$ cat config.mk
export PLATFORM = sky130hd
export DESIGN_NAME = ssd_scan_capture
export DESIGN_NICKNAME = d
export VERILOG_FILES = /design/src/rtl/ssd_scan_capture.sv
export SDC_FILE = /design/constraint.sdc
export NUM_CORES = 1
export LEC_CHECK = 0
export CORE_UTILIZATION = 25
export DETAILED_ROUTE_END_ITERATION = 10
export GPL_TIMING_DRIVEN = 0
export PLACE_DENSITY = 0.52
export SLEW_MARGIN = 40
export SYNTH_ARGS = -nofsm -noshare
export SYNTH_HDL_FRONTEND = slang
export SYNTH_SLANG_ARGS = --single-unit
$ cat constraint.sdc
create_clock -name clk -period 2.9 [get_ports clk]
set_input_delay 0.29 -clock clk [delete_from_list [all_inputs] [get_ports clk]]
set_output_delay 0.29 -clock clk [all_outputs]
set_load 0.05 [all_outputs]
$ cat src/rtl/ssd_scan_capture.sv
// Seven-segment scan observer: filters the multiplexed anode/cathode lines,
// decodes each stable segment pattern back to a hex nibble and keeps a per-digit register file.
module ssd_scan_capture #(
  parameter int STABLE_CYCLES = 4,
  parameter int AGE_W         = 20
) (
  input  logic        clk,
  input  logic        reset,
  input  logic [3:0]  anode,
  input  logic [6:0]  cathode,
  input  logic        err_clr,
  input  logic [1:0]  rd_sel,
  output logic [3:0]  rd_data,
  output logic [15:0] digits,
  output logic [3:0]  digit_valid,
  output logic        upd,
  output logic [1:0]  upd_idx,
  output logic        frame,
  output logic        anode_err,
  output logic        seg_err
);

  localparam int               CNT_W    = 8;
  localparam logic [CNT_W-1:0] STABLE   = CNT_W'(STABLE_CYCLES);
  localparam logic [AGE_W-1:0] AGE_MAX  = '1;
  localparam logic [AGE_W-1:0] AGE_LAST = AGE_MAX - 1'b1;
  localparam logic [10:0]      PAT_BLANK = 11'h7FF;

  // Returns {hit, value}; hit=0 for any pattern outside the hex font.
  function automatic logic [4:0] seg_decode(input logic [6:0] seg);
    logic [4:0] res;
    case (seg)
      7'b0000001: res = {1'b1, 4'h0};
      7'b1001111: res = {1'b1, 4'h1};
      7'b0010010: res = {1'b1, 4'h2};
      7'b0000110: res = {1'b1, 4'h3};
      7'b1001100: res = {1'b1, 4'h4};
      7'b0100100: res = {1'b1, 4'h5};
      7'b0100000: res = {1'b1, 4'h6};
      7'b0001111: res = {1'b1, 4'h7};
      7'b0000000: res = {1'b1, 4'h8};
      7'b0000100: res = {1'b1, 4'h9};
      7'b0001000: res = {1'b1, 4'hA};
      7'b1100000: res = {1'b1, 4'hB};
      7'b0110001: res = {1'b1, 4'hC};
      7'b1000010: res = {1'b1, 4'hD};
      7'b0110000: res = {1'b1, 4'hE};
      7'b0111000: res = {1'b1, 4'hF};
      default:    res = 5'b0_0000;
    endcase
    return res;
  endfunction

  // Returns {one_cold, index} for an active-low digit enable.
  function automatic logic [2:0] anode_sel(input logic [3:0] an);
    logic [2:0] res;
    case (an)
      4'b1110: res = 3'b1_00;
      4'b1101: res = 3'b1_01;
      4'b1011: res = 3'b1_10;
      4'b0111: res = 3'b1_11;
      default: res = 3'b0_00;
    endcase
    return res;
  endfunction

  logic [10:0]      r_pat_p0;
  logic [CNT_W-1:0] r_cnt_p0;
  logic             r_vld_p1;
  logic [10:0]      r_pat_p1;
  logic [15:0]      r_digits;
  logic [3:0]       r_valid;
  logic [AGE_W-1:0] r_age [4];
  logic             r_upd;
  logic [1:0]       r_upd_idx;
  logic             r_frame;
  logic [3:0]       r_seen;
  logic             r_anode_err;
  logic             r_seg_err;

  logic [10:0]      w_smp;
  logic             w_same;
  logic [CNT_W-1:0] w_cnt_nxt;
  logic             w_evt;
  logic [3:0]       w_an;
  logic [2:0]       w_sel;
  logic [4:0]       w_dec;
  logic             w_blank;
  logic             w_wr;
  logic             w_aerr_evt;
  logic             w_serr_evt;
  logic [3:0]       w_wr_mask;

  // Stage p0: sample and stability counter
  assign w_smp     = {anode, cathode};
  assign w_same    = (w_smp == r_pat_p0);
  assign w_cnt_nxt = !w_same              ? CNT_W'(1) :
                     (r_cnt_p0 == STABLE) ? STABLE    : r_cnt_p0 + 1'b1;
  // One event per stable window: only the step onto STABLE fires.
  assign w_evt     = (w_cnt_nxt == STABLE) && (r_cnt_p0 != STABLE);

  always_ff @(posedge clk) begin
    if (reset) begin
      r_pat_p0 <= PAT_BLANK;
      r_cnt_p0 <= '0;
    end else begin
      r_pat_p0 <= w_smp;
      r_cnt_p0 <= w_cnt_nxt;
    end
  end

  // Stage p1: registered capture event with its pattern
  always_ff @(posedge clk) begin
    if (reset) begin
      r_vld_p1 <= 1'b0;
      r_pat_p1 <= '0;
    end else begin
      r_vld_p1 <= w_evt;
      r_pat_p1 <= w_smp;
    end
  end

  assign w_an       = r_pat_p1[10:7];
  assign w_sel      = anode_sel(w_an);
  assign w_dec      = seg_decode(r_pat_p1[6:0]);
  assign w_blank    = (w_an == 4'hF);
  assign w_wr       = r_vld_p1 && w_sel[2] && w_dec[4];
  assign w_aerr_evt = r_vld_p1 && !w_blank && !w_sel[2];
  assign w_serr_evt = r_vld_p1 && w_sel[2] && !w_dec[4];
  assign w_wr_mask  = w_wr ? (4'b0001 << w_sel[1:0]) : 4'b0000;

  // Stage p2: register file, ageing, frame tracking and error flags
  always_ff @(posedge clk) begin
    if (reset) begin
      r_digits <= '0;
      r_valid  <= '0;
      for (int i = 0; i < 4; i++) r_age[i] <= '0;
    end else begin
      for (int i = 0; i < 4; i++) begin
        if (w_wr_mask[i]) begin
          // A capture on the timeout cycle keeps the digit alive.
          r_digits[4*i +: 4] <= w_dec[3:0];
          r_valid[i]         <= 1'b1;
          r_age[i]           <= '0;
        end else if (r_valid[i]) begin
          if (r_age[i] != AGE_MAX) r_age[i] <= r_age[i] + 1'b1;
          if (r_age[i] == AGE_LAST) r_valid[i] <= 1'b0;
        end
      end
    end
  end

  always_ff @(posedge clk) begin
    if (reset) begin
      r_upd     <= 1'b0;
      r_upd_idx <= '0;
    end else begin
      r_upd <= w_wr;
      if (w_wr) r_upd_idx <= w_sel[1:0];
    end
  end

  always_ff @(posedge clk) begin
    if (reset) begin
      r_frame <= 1'b0;
      r_seen  <= '0;
    end else if (r_seen == 4'hF) begin
      r_frame <= 1'b1;
      r_seen  <= w_wr_mask;
    end else begin
      r_frame <= 1'b0;
      r_seen  <= r_seen | w_wr_mask;
    end
  end

  // A new error on the clear cycle keeps the flag set.
  always_ff @(posedge clk) begin
    if (reset) begin
      r_anode_err <= 1'b0;
      r_seg_err   <= 1'b0;
    end else begin
      if (w_aerr_evt)   r_anode_err <= 1'b1;
      else if (err_clr) r_anode_err <= 1'b0;
      if (w_serr_evt)   r_seg_err <= 1'b1;
      else if (err_clr) r_seg_err <= 1'b0;
    end
  end

  assign rd_data     = r_digits[{rd_sel, 2'b00} +: 4];
  assign digits      = r_digits;
  assign digit_valid = r_valid;
  assign upd         = r_upd;
  assign upd_idx     = r_upd_idx;
  assign frame       = r_frame;
  assign anode_err   = r_anode_err;
  assign seg_err     = r_seg_err;

endmodule

Yosys cells after proc, flatten, opt, wreduce, memory -nomap -nowiden:

Memories as Yosys holds them, arrays and structs flattened.
Index checks and enable logic that the tools add are counted.

* memories kept: 1
* word-level logic and storage cells: 141
* output and inout port bits: 30
* bits of input ports: 16
* bits in writable memories: 80
* flip-flop bits (word level): 61

* muxes and demuxes: 64
* equality and inequality tests: 33
* reductions and logical operators: 12
* bitwise gates (word level): 9
* shifts and indexed selects: 2
* add/sub/neg operators: 5

Memory list
* r_age: depth 4, width 20, rd ports 4, clocked after memory_dff 0, write ports 4, line 73 `logic [AGE_W-1:0] r_age [4];`

Operators by type and width (count)
* $mux W20: 8
* $add A20 B1 Y20 const B: 4
* $eq A20 B20 Y1 const B: 4
* $ne A20 B20 Y1 const B: 4
* $pmux W5 S16: 1
* $mux W1: 50
* $eq A7 B6 Y1 const B: 5
* $eq A7 B7 Y1 const B: 4
* $eq A4 B4 Y1 const B: 5
* $eq A8 B3 Y1 const B: 2
* $mux W8: 2
* $shiftx A16 B5 Y4: 1
* $eq A7 B3 Y1 const B: 2
* $eq A7 B4 Y1 const B: 2
* $pmux W3 S4: 1
* $eq A11 B11 Y1: 1
* $add A8 B1 Y8 const B: 1
* $mux W4: 2
* $ne A8 B3 Y1 const B: 1
* $or A1 B1 Y1: 8
* $eq A7 B1 Y1 const B: 1
* $eq A7 B5 Y1 const B: 1
* $logic_not A7 Y1: 1
* $logic_and A1 B1 Y1: 6
* other kinds (5): 8

Depth between registers and ports, before layout:

Gate-level depths: netlist of run 1.

* word-level depth: 10
* mapped depth: 8
* mapped depth without buffers: 6

Worst setup path after synthesis of run 1:

Ideal clock, no wire load.

* kind: register to register
* start: reg r_pat_p1[0]
* end: mem r_age[2][0], enable pin
* path slack: 349 ps
* arrival: 2096 ps
* path buffers: 1
* period minus slack after synthesis: 2551 ps
* cell stages (with the launch flop): 7
* data required time: 2446 ps
* library setup time: 454 ps
* cells stage by stage: dfxtp_1 -> buf_2 -> nor4b_1 -> a32oi_1 -> o311ai_0 -> o21ai_1 -> nand3_1

RTL lines
* start, declared: line 70 `logic [10:0] r_pat_p1;`
* start signal, assigned: line 119 `r_pat_p1 <= w_smp;`
* end, declared: line 73

==> metrics.md, run 1 <==
| Metric | Value |
|---|---|
| ANT nets after route | `0` |
| Cell Area, Placed | `8350 um^2` |
| Commonest non-fill, non-tap cells in the layout | `80 x edfxtp_1, 76 x nor3_1, 67 x nand2_1` |
| Unrepaired setup endpoints after global routing | `no` |
| Gr usage total | `11.7%` |
| Leakage | `2.94 nW` |
| Endpoints failing hold | `0` |
| Min Tclk post-route | `between 2000 and 3000 ps` |
| Num ports | `46` |
| Initial antenna violation count | `0` |
| Final Core Density | `31.1%` |
| Buffers on Ports | `45` |
| Chip Height | `approximately 170 um` |
| Layout fillers | `2974` |
| Dpl cells | `1172` |
| Startpoint Class | `register` |
| Fmax | `~0.37 GHz` |
| Power share of the sequential group | `46.4%` |
| Comb power frac | `5.3%` |
| Worst r2r src | `r_pat_p1[6]` |
| Ratio of cells with drive above 1 in the final layout | `9.76%` |
| Net Count, Synth | `roughly 770` |
| Antenna diode count | `0` |
| CTS tree | `done` |
| CP bufs+invs | `1` |
| Setup WS pre-CTS | `-381 ps` |
| Worst hold slack | `464 ps` |
| Clock Latency Late Sink | `420 ps` |
| Clk slew on worst S/H paths | `around 60 ps` |
| R2r worst-path depth | `6` |
| Synth-to-Final Area Change | `21.8%` |
| Post-Layout Cell Count | `1204` |
| Int Power | `3.70 mW` |
| DRC viols | `0` |
| Drt pass-1 iters | `6` |
| Post-Synthesis Cells | `743` |
| Period utilization | `93.0%` |
| Final Worst Setup Slack | `203 ps` |
| CP Max Fanout | `20` |
| Worst hold path depth | `2` |
| CTS HTree Levels | `4` |
| FFs w/ async S/R, synth | `0%` |
| Final Max Tran Viols | `0` |
| # hold bufs at CTS | `0` |
| Slew @ Worst Pin | `about 790 ps` |
| WL final | `17400 um` |
| Core area | `28900 um^2` |
| Min-delay worst type | `register to register` |
| CP delay by family, top | `compound AO/OA/AOI/OAI gates` |
| DPL Wire Length | `around 12000 um` |
| Vias after detailed routing | `~5600` |
| Clk root buf | `clkbuf_16` |
| CP Class | `register to register` |
| Maximum vdd drop | `between 300 and 400 uV` |
| Crit path largest cell delay | `between 600 and 700 ps` |
| Clock sinks | `141` |
| CP max stage cell | `o311ai_1` |
| Mapped Area | `between 7000 and 8000 um^2` |
| Worst hold start | `r_seen[3]` |
| Finished Cell Area | `9010 um^2` |
| # setup viols final | `0` |
| Num rows | `62` |
| Required @ worst endpoint | `about 3000 ps` |
| First-pass GRT wire length | `~28000 um` |
| Synth Area per Inst | `9.96 um^2` |
| Worst EP arrival | `between 2000 and 3000 ps` |
| FF+latch count, synth | `~140` |
| Pwr Total | `4.78 mW` |
| Clock Tree Buf Depth | `2` |
| Die footprint | `30300 um^2` |
| Max_cap viols | `0` |
| Worst path cell trace | `buf_2 > nor4_1 > a21boi_0 > o311ai_1 > o21ai_2 > nand3_4` |
| Worst Skew | `10.5 ps` |
| Min-Delay Endpoint | `r_seen[3]` |
| Nature of the critical path endpoint | `register` |
| Power Density | `~530 nW/um^2` |
| GPL Wtd Cong | `0.776` |
| Status | `completed` |
| R2R setup slack | `~200 ps` |
| Seq/Total Area, Yosys | `49.0%` |
| Clock Power Share | `48.2%` |
| Drt initial violations | `between 200 and 300` |
| Wirelength per Cell | `approximately 14 um` |
| Avg Vias per Cell | `4.65` |
| Pin count of the biggest net entering global routing | `21` |
| Synth Warn # | `0` |
| Die width | `174 um` |
| R2r endpoint | `r_age[3][13]` |
| Post-synth EDFFs | `80` |
| Initial Util | `25.6%` |
| Final Net Count | `833` |
| Most common cell after layout, fill and taps aside | `edfxtp_1` |
| Fin Setup TNS | `0 ps` |
| Netlist cell types | `59` |
| Sw Share | `22.6%` |
| Global route total overflow | `0` |
| Vias in the first global route | `5308` |
| Primary FF master, synth | `edfxtp_1` |
| Net Sw Power | `1.08 mW` |
| CTS Buf Count | `17` |
| Slew HR | `47.2%` |
==> per-layer routing <==
layer	share of wire [%]	track usage [%]
met1	51	16.4
met2	45	18.4
met4	1.2	4.06
met3	2.5	1.86
met5	0	0
==> worst min-delay path, cell delays in order, from the launching register on <==
cell	delay [ps]
dfxtp_1	310
nand2_1	50
a21oi_1	50
==> cell type report <==
type | instances | area (um^2) | area share, %
plain buffers | 45 | 208 | 2.30
multi-input cells | 537 | 3550 | 39.4
repair buffers | 45 | 450 | 5.00
clock buffers | 21 | 504 | 5.59
inverters | 20 | 75.1 | 0.833
well taps | 384 | 480 | 5.33
flip-flops and latches | 141 | 3620 | 40.2
clock inverters | 11 | 121 | 1.35
==> registers in the layout (all words and copies together) (netlist names), 2 cells and up <==
| signal | count |
|---|---|
| digit_valid | 4 |
| digits | 16 |
| r_age | 80 |
| r_cnt_p0 | 8 |
| r_pat_p0 | 11 |
| r_pat_p1 | 11 |
| r_seen | 4 |
| upd_idx | 2 |
==> cell usage after synthesis (13+ instances only) <==
library cell / n / area share (%)
edfxtp_1: 80 / 32
nor3_1: 76 / 5.1
nand2_1: 67 / 3.4
dfxtp_1: 61 / 17
xnor2_1: 50 / 5.9
nand3_1: 47 / 3.2
xor2_1: 44 / 5.2
nor2_1: 32 / 1.6
nor4_1: 27 / 2.3
clkbuf_1: 26 / 1.3
nand4_1: 25 / 2.1
a21oi_1: 20 / 1.4
inv_1: 20 / 1.0
nor2b_1: 14 / 1.2
or2_2: 14 / 1.2
and3_1: 13 / 1.1
buf_2: 13 / 0.88
mux2i_1: 13 / 1.8
==> how the worst max path moves through the flow <==
stage / start / end / cells past startpoint
finish: r_pat_p1[6] / r_age[3][13] / 6
global route: r_pat_p1[2] / r_age[3][14] / 6
CTS: r_pat_p1[2] / r_age[3][13] / 6
detailed placement: r_pat_p1[2] / r_age[3][10] / 6
global placement: r_pat_p1[2] / r_age[3][10] / 6
floorplan: r_pat_p1[0] / r_age[2][0] / 6
==> timing repair <==
| item | 4_1_cts | 5_1_grt |
|---|---|---|
| setup buffers | 0 | 0 |
| endpoints found under the hold margin | 0 | 0 |
| endpoints found under the setup margin | 40 | 80 |
| gates resized for setup | 3 | 5 |
==> logic make-up after synthesis <==
logic type      count (synthesis)  share of synthesized area, %
buf+inv                        65                          3.82
flops                         141                          49.0
compound gates                 62                          5.77
mux                            18                          3.18
simple gates                  352                          25.3
fa+ha+maj                      11                          1.83
xor+xnor                       94                          11.1
==> power by group through the flow <==
stage | Sequential (mW) | Clock (mW) | Combinational [mW]
finish | 2.22 | 2.30 | 0.255
global route | 2.23 | 2.42 | 0.284
CTS | 2.22 | 2.35 | 0.255
detailed placement | 2.26 | 0 | 0.252
global placement | 2.26 | 0 | 0.252
floorplan | 2.25 | 0 | 0.173
No activity file was read; power rests on OpenSTA's default activity.
==> inputs of run 2 (changes only) <==
Settings changed: PLACE_DENSITY 0.52 to not set.
==> metrics.md, run 2 (synthesis results as in run 1) <==
| Metric | Value |
|---|---|
| Status | `completed` |
| Synth-to-Final Area Change | `20.8%` |
| Ratio of cells with drive above 1 in the final layout | `9.39%` |
| Worst path cell trace | `buf_2 > nand2_1 > a221oi_1 > o311ai_1 > o21ai_2 > nand3_2` |
| Crit path largest cell delay | `about 540 ps` |
| CTS HTree Levels | `4` |
| Avg Vias per Cell | `4.69` |
| First-pass GRT wire length | `between 20000 and 30000 um` |
| Slew HR | `46.1%` |
| Min-delay worst type | `register to register` |
| Die width | `174 um` |
| Slew @ Worst Pin | `808 ps` |
| Startpoint Class | `register` |
| Final Worst Setup Slack | `134 ps` |
| Vias in the first global route | `5510` |
| Max reg flops | `80` |
| Min Tclk post-route | `2770 ps` |
| GPL Wtd Cong | `0.780` |
| Initial Util | `between 20% and 30%` |
| DPL Wire Length | `roughly 12000 um` |
| Drt initial violations | `461` |
| Worst EP arrival | `2750 ps` |
| Required @ worst endpoint | `2880 ps` |
| Cell Area, Placed | `~8300 um^2` |
| Finished Cell Area | `8930 um^2` |
| DRC viols | `0` |
| Buffers on Ports | `45` |
| Core area | `28900 um^2` |
| WL final | `17000 um` |
| CTS Buf Count | `17` |
| Final Max Tran Viols | `0` |
| Pin count of the biggest net entering global routing | `21` |
| R2R setup slack | `130 ps` |
| Maximum vdd drop | `422 uV` |
| Gr usage total | `11.7%` |
| Drt pass-1 iters | `4` |
| Endpoints failing hold | `0` |
| CP bufs+invs | `1` |
| CTS tree | `done` |
| Most common cell after layout, fill and taps aside | `edfxtp_1` |
| CP delay by family, top | `compound AO/OA/AOI/OAI gates` |
| Die footprint | `30300 um^2` |
| Final Net Count | `833` |
| CP Class | `register to register` |
| Clk slew on worst S/H paths | `60 ps` |
| Power Density | `a little over 500 nW/um^2` |
| ANT nets after route | `0` |
| Vias after detailed routing | `~5600` |
| CP max stage cell | `nand3_2` |
| Setup WS pre-CTS | `-328 ps` |
| Num rows | `62` |
| Worst Skew | `8.59 ps` |
| CP Max Fanout | `20` |
| Wirelength per Cell | `14.1 um` |
| Chip Height | `174 um` |
| Postcts setup bufs | `0` |
| Clock Tree Buf Depth | `2` |
| Clk root buf | `clkbuf_16` |
| Num ports | `46` |
| Clock sinks | `141` |
| Leakage | `2.91 nW` |
| Clock Latency Late Sink | `between 400 and 500 ps` |
| Nature of the critical path endpoint | `register` |
| Initial antenna violation count | `0` |
| Antenna diode count | `0` |
| Period utilization | `95.4%` |
| Pwr Total | `4.55 mW` |
| Fmax | `0.362 GHz` |
| # setup viols final | `0` |
| Unrepaired setup endpoints after global routing | `yes` |
| Max_cap viols | `0` |
| Worst Setup SP | `r_pat_p1[2]` |
| # hold bufs at CTS | `0` |
| Worst hold start | `upd_idx[0]` |
| Global route total overflow | `0` |
| Largest Register | `r_age` |
| Commonest non-fill, non-tap cells in the layout | `80 x edfxtp_1, 76 x nor3_1, 67 x nand2_1` |
| Worst r2r src | `r_pat_p1[2]` |
==> run 2: cell count changes in the layout (fill, tap and decap cells not counted), moves of 2 or more <==
cell       before  now
clkinv_4        0    3
clkinv_1        0    2
inv_4           5    2
nand3_2         0    2
nand3_4         3    1
bufinv_16       2    0
==> run 2: path summary, 6_finish.rpt <==
kind / end / cells past startpoint
min reg2reg: upd_idx[0] / 2
max: r_age[2][5] / 6
min: upd_idx[0] / 2
max reg2reg: r_age[2][5] / 6
==> run 2: area by class of cell <==
cell class	instances	area, um^2
timing repair buffer	45	450
clock buffer	21	493
inverter	20	75.1
sequential	141	3620
fill	3010	20000
tap	384	480
multi-input combinational	537	3530
buffer	45	208
clock inverter	11	77.6
==> run 2: routing by layer <==
metal	share of wire, %	GRT usage (%)	up-vias
met5	0	0	-
met4	1.5	4.28	0
met3	3.1	2.43	15
met2	47	18.6	77
met1	48	15.7	2714
li1	-	-	2842
==> run 2: what timing repair did <==
item	in CTS	in global routing
pin swaps	0	0
gates resized for setup	4	2
setup endpoints to repair	60	80
==> run 2: power by group <==
part	internal [mW]	switching, mW	total [mW]
registers	2.17	0.0525	2.22
logic	0.103	0.150	0.252
clock network	1.22	0.855	2.08
total	3.49	1.06	4.55
==> run 2: worst min-delay path: cells and delay by family (launching register included) <==
kind / cells / cell delay (ps)
AOI/OAI and AO/OA: 1 / 60
buffers and inverters: 1 / 50
DFF: 1 / 310
==> run 2: through the flow <==
| step | setup TNS, ps | util, % | hold WS [ps] | std cells |
|---|---|---|---|---|
| global route | -3240 | 30.9 | 476 | 1204 |
| floorplan | 0 | - | 397 | 743 |
| CTS | 0 | 30.8 | 460 | 1204 |
| finish | 0 | 30.9 | 458 | 1204 |
| global placement | -27670 | 28.8 | 445 | 1172 |
| detailed placement | -13810 | 28.8 | 451 | 1172 |
==> inputs of run 3 (changes only) <==
Settings changed: ABC_AREA set to 1, PLACE_DENSITY set to 0.42.
==> metrics.md, run 3 <==
| Metric | Value |
|---|---|
| Status | `completed` |
| Worst EP arrival | `2380 ps` |
| Seq/Total Area, Yosys | `47.8%` |
| Power share of the sequential group | `47.2%` |
| Most frequent cells after synthesis | `157 x nand2_1, 150 x nor2_1, 134 x inv_1` |
| Vias after detailed routing | `around 5700` |
| Drt pass-1 iters | `4` |
| Pwr Total | `4.69 mW` |
| Max reg flops | `80` |
| Power Density | `512 nW/um^2` |
| Synth Area per Inst | `8.34 um^2` |
| Finished Cell Area | `9170 um^2` |
| Initial Util | `25.5%` |
| Clock Latency Late Sink | `420 ps` |
| Primary FF master, synth | `edfxtp_1` |
| Initial antenna violation count | `0` |
| Post-Synthesis Cells | `908` |
| Final Core Density | `a little over 30%` |
| Endpoints failing hold | `0` |
| Startpoint Class | `primary input` |
| Most common cell after layout, fill and taps aside | `nand2_1` |
| Slew @ Worst Pin | `743 ps` |
| Worst Skew | `13.5 ps` |
| Die footprint | `31000 um^2` |
| Drt initial violations | `302` |
| Global route total overflow | `0` |
| FF+latch count, synth | `141` |
| CTS tree | `done` |
| Synth-to-Final Area Change | `21.0%` |
| Comb power frac | `between 6 and 7%` |
| Gr usage total | `12.0%` |
| Mapped Area | `7570 um^2` |
| Net Sw Power | `1.14 mW` |
| Most common cell in the netlist | `nand2_1` |
| Layout fillers | `3198` |
| CP Max Fanout | `10` |
| Net Count, Synth | `934` |
| CTS HTree Levels | `4` |
| Sw Share | `24.4%` |
| Worst hold path depth | `2` |
| Commonest non-fill, non-tap cells in the layout | `157 x nand2_1, 150 x nor2_1, 134 x inv_1` |
| Final Max Tran Viols | `0` |
| Fmax | `~0.37 GHz` |
| Avg Vias per Cell | `4.11` |
| Antenna diode count | `0` |
| Synth top area share | `31.7%` |
| Int Power | `between 3 and 4 mW` |
| Die width | `about 180 um` |
| Core area | `approximately 30000 um^2` |
| Min Tclk post-route | `between 2000 and 3000 ps` |
| GPL Wtd Cong | `0.751` |
| Nature of the critical path endpoint | `output pin` |
| Vias in the first global route | `5657` |
| Worst hold slack | `approximately 250 ps` |
| Unrepaired setup endpoints after global routing | `no` |
| Slew HR | `50.5%` |
| Post-synth EDFFs | `80` |
| Cell Area, Placed | `8580 um^2` |
| Post-synth top area cell | `edfxtp_1` |
| DRC viols | `0` |
| Reg area | `3620 um^2` |
| Buffers on Ports | `44` |
| DPL Wire Length | `12800 um` |
| Period utilization | `between 90% and 100%` |
| First-pass GRT wire length | `28800 um` |
| # setup viols final | `0` |
| CP Class | `primary input to output pin` |
| Clock Tree Buf Depth | `2` |
| Num rows | `63` |
| ANT nets after route | `0` |
| Max_cap viols | `0` |
| CTS Buf Count | `17` |
| Wirelength per Cell | `about 12 um` |
| R2r worst-path depth | `11` |
| Clk slew on worst S/H paths | `about 60 ps` |
| Netlist cell types | `39` |
| WL final | `approximately 17000 um` |
| Final Net Count | `1006` |
| Clock Power Share | `46.7%` |
| Clk root buf | `clkbuf_16` |
| Largest Register | `r_age` |
| Clock sinks | `141` |
| Ratio of cells with drive above 1 in the final layout | `between 10% and 20%` |
| Multi-input gate area | `3320 um^2` |
| Synth top area cells | `edfxtp_1 32%, dfxtp_1 16%, nand2_1 7.8%` |
| FFs w/ async S/R, synth | `0%` |
| Synth Warn # | `0` |
| Chip Height | `about 180 um` |
| Maximum vdd drop | `305 uV` |
| Required @ worst endpoint | `2610 ps` |
| Pin count of the biggest net entering global routing | `17` |
| Leakage | `3.70 nW` |
| Min-delay worst type | `primary input to register` |
| Num ports | `46` |
==> run 3: changes by cell type after synthesis, moves of 13 or more <==
cell	delta
nor2_1	+118
nor2_2	+42
or2_2	-13
nor4_1	-26
nor3_1	-56
inv_1	+114
nor2b_1	-14
clkbuf_1	-18
nand2_1	+90
mux2i_1	-13
xnor2_1	-21
==> run 3: cells by family after synthesis <==
logic type                 after synthesis  synth area share, %
AOI/OAI and AO/OA                       49                 3.68
xor gates and xnor gates                83                 9.60
adders and majority gates               10                 1.65
buffers and inverters                  156                 8.31
DFF                                    141                 47.8
and+or+nand+nor                        469                 28.9
==> run 3: timing repair <==
item / in CTS / in global routing
hold buffers: 0 / 0
setup buffers: 0 / 1
gates resized for setup: 3 / 1
endpoints found under the setup margin: 3 / 9
==> run 3: routing by layer <==
layer	vias up	track usage, %	wire length, um
met4	0	3.15	91
met1	2596	15.9	8750
met2	67	19.0	7740
li1	3022	-	-
met3	4	3.27	639
met5	-	0	0
==> run 3: worst max-delay path: stages <==
cell and delay, ps:
clkdlybuf4s50_1 640, inv_1 110, clkbuf_1 220, o21ai_0 190, a21oi_1 60, a21oi_1 280
dlygate4sd2_1 590
==> run 3: worst paths after layout <==
check | from | endpoint | slack, ps
setup reg to reg | r_pat_p1[0] | r_age[1][1] | 420
hold reg to reg | digits[15] | digits[15] | 460
setup / recovery | rd_sel[0] | rd_data[0] | 230
hold / removal | reset | r_cnt_p0[3] | 250
==> run 3: power by group through the flow <==
| stage | sequential [mW] | combinational, mW | clock (mW) |
|---|---|---|---|
| after floorplan | 2.25 | 0.199 | 0 |
| after CTS | 2.21 | 0.293 | 2.26 |
| after detailed placement | 2.26 | 0.293 | 0 |
| final | 2.21 | 0.289 | 2.19 |
| after global routing | 2.22 | 0.326 | 2.33 |
| after global placement | 2.26 | 0.282 | 0 |
==> run 3: layout make-up <==
| class | count | share of cell area (%) |
|---|---|---|
| Timing Repair Buffer | 53 | 5.77 |
| Buffer | 18 | 1.21 |
| Sequential cell | 141 | 39.5 |
| Inverter | 138 | 5.65 |
| Clock inverter | 13 | 1.56 |
| Tap cell | 390 | 5.32 |
| Clock buffer | 19 | 4.72 |
| Multi-Input combinational cell | 611 | 36.2 |
==> run 3: metrics by stage <==
step,instances,worst slack [ps],setup TNS (ps)
5_1_grt,1383,131,0
2_1_floorplan,908,546,0
6_report,1383,233,0
3_3_place_gp,1342,-153,-7700
4_1_cts,1382,39.4,0
3_5_place_dp,1350,-43.4,-52.6
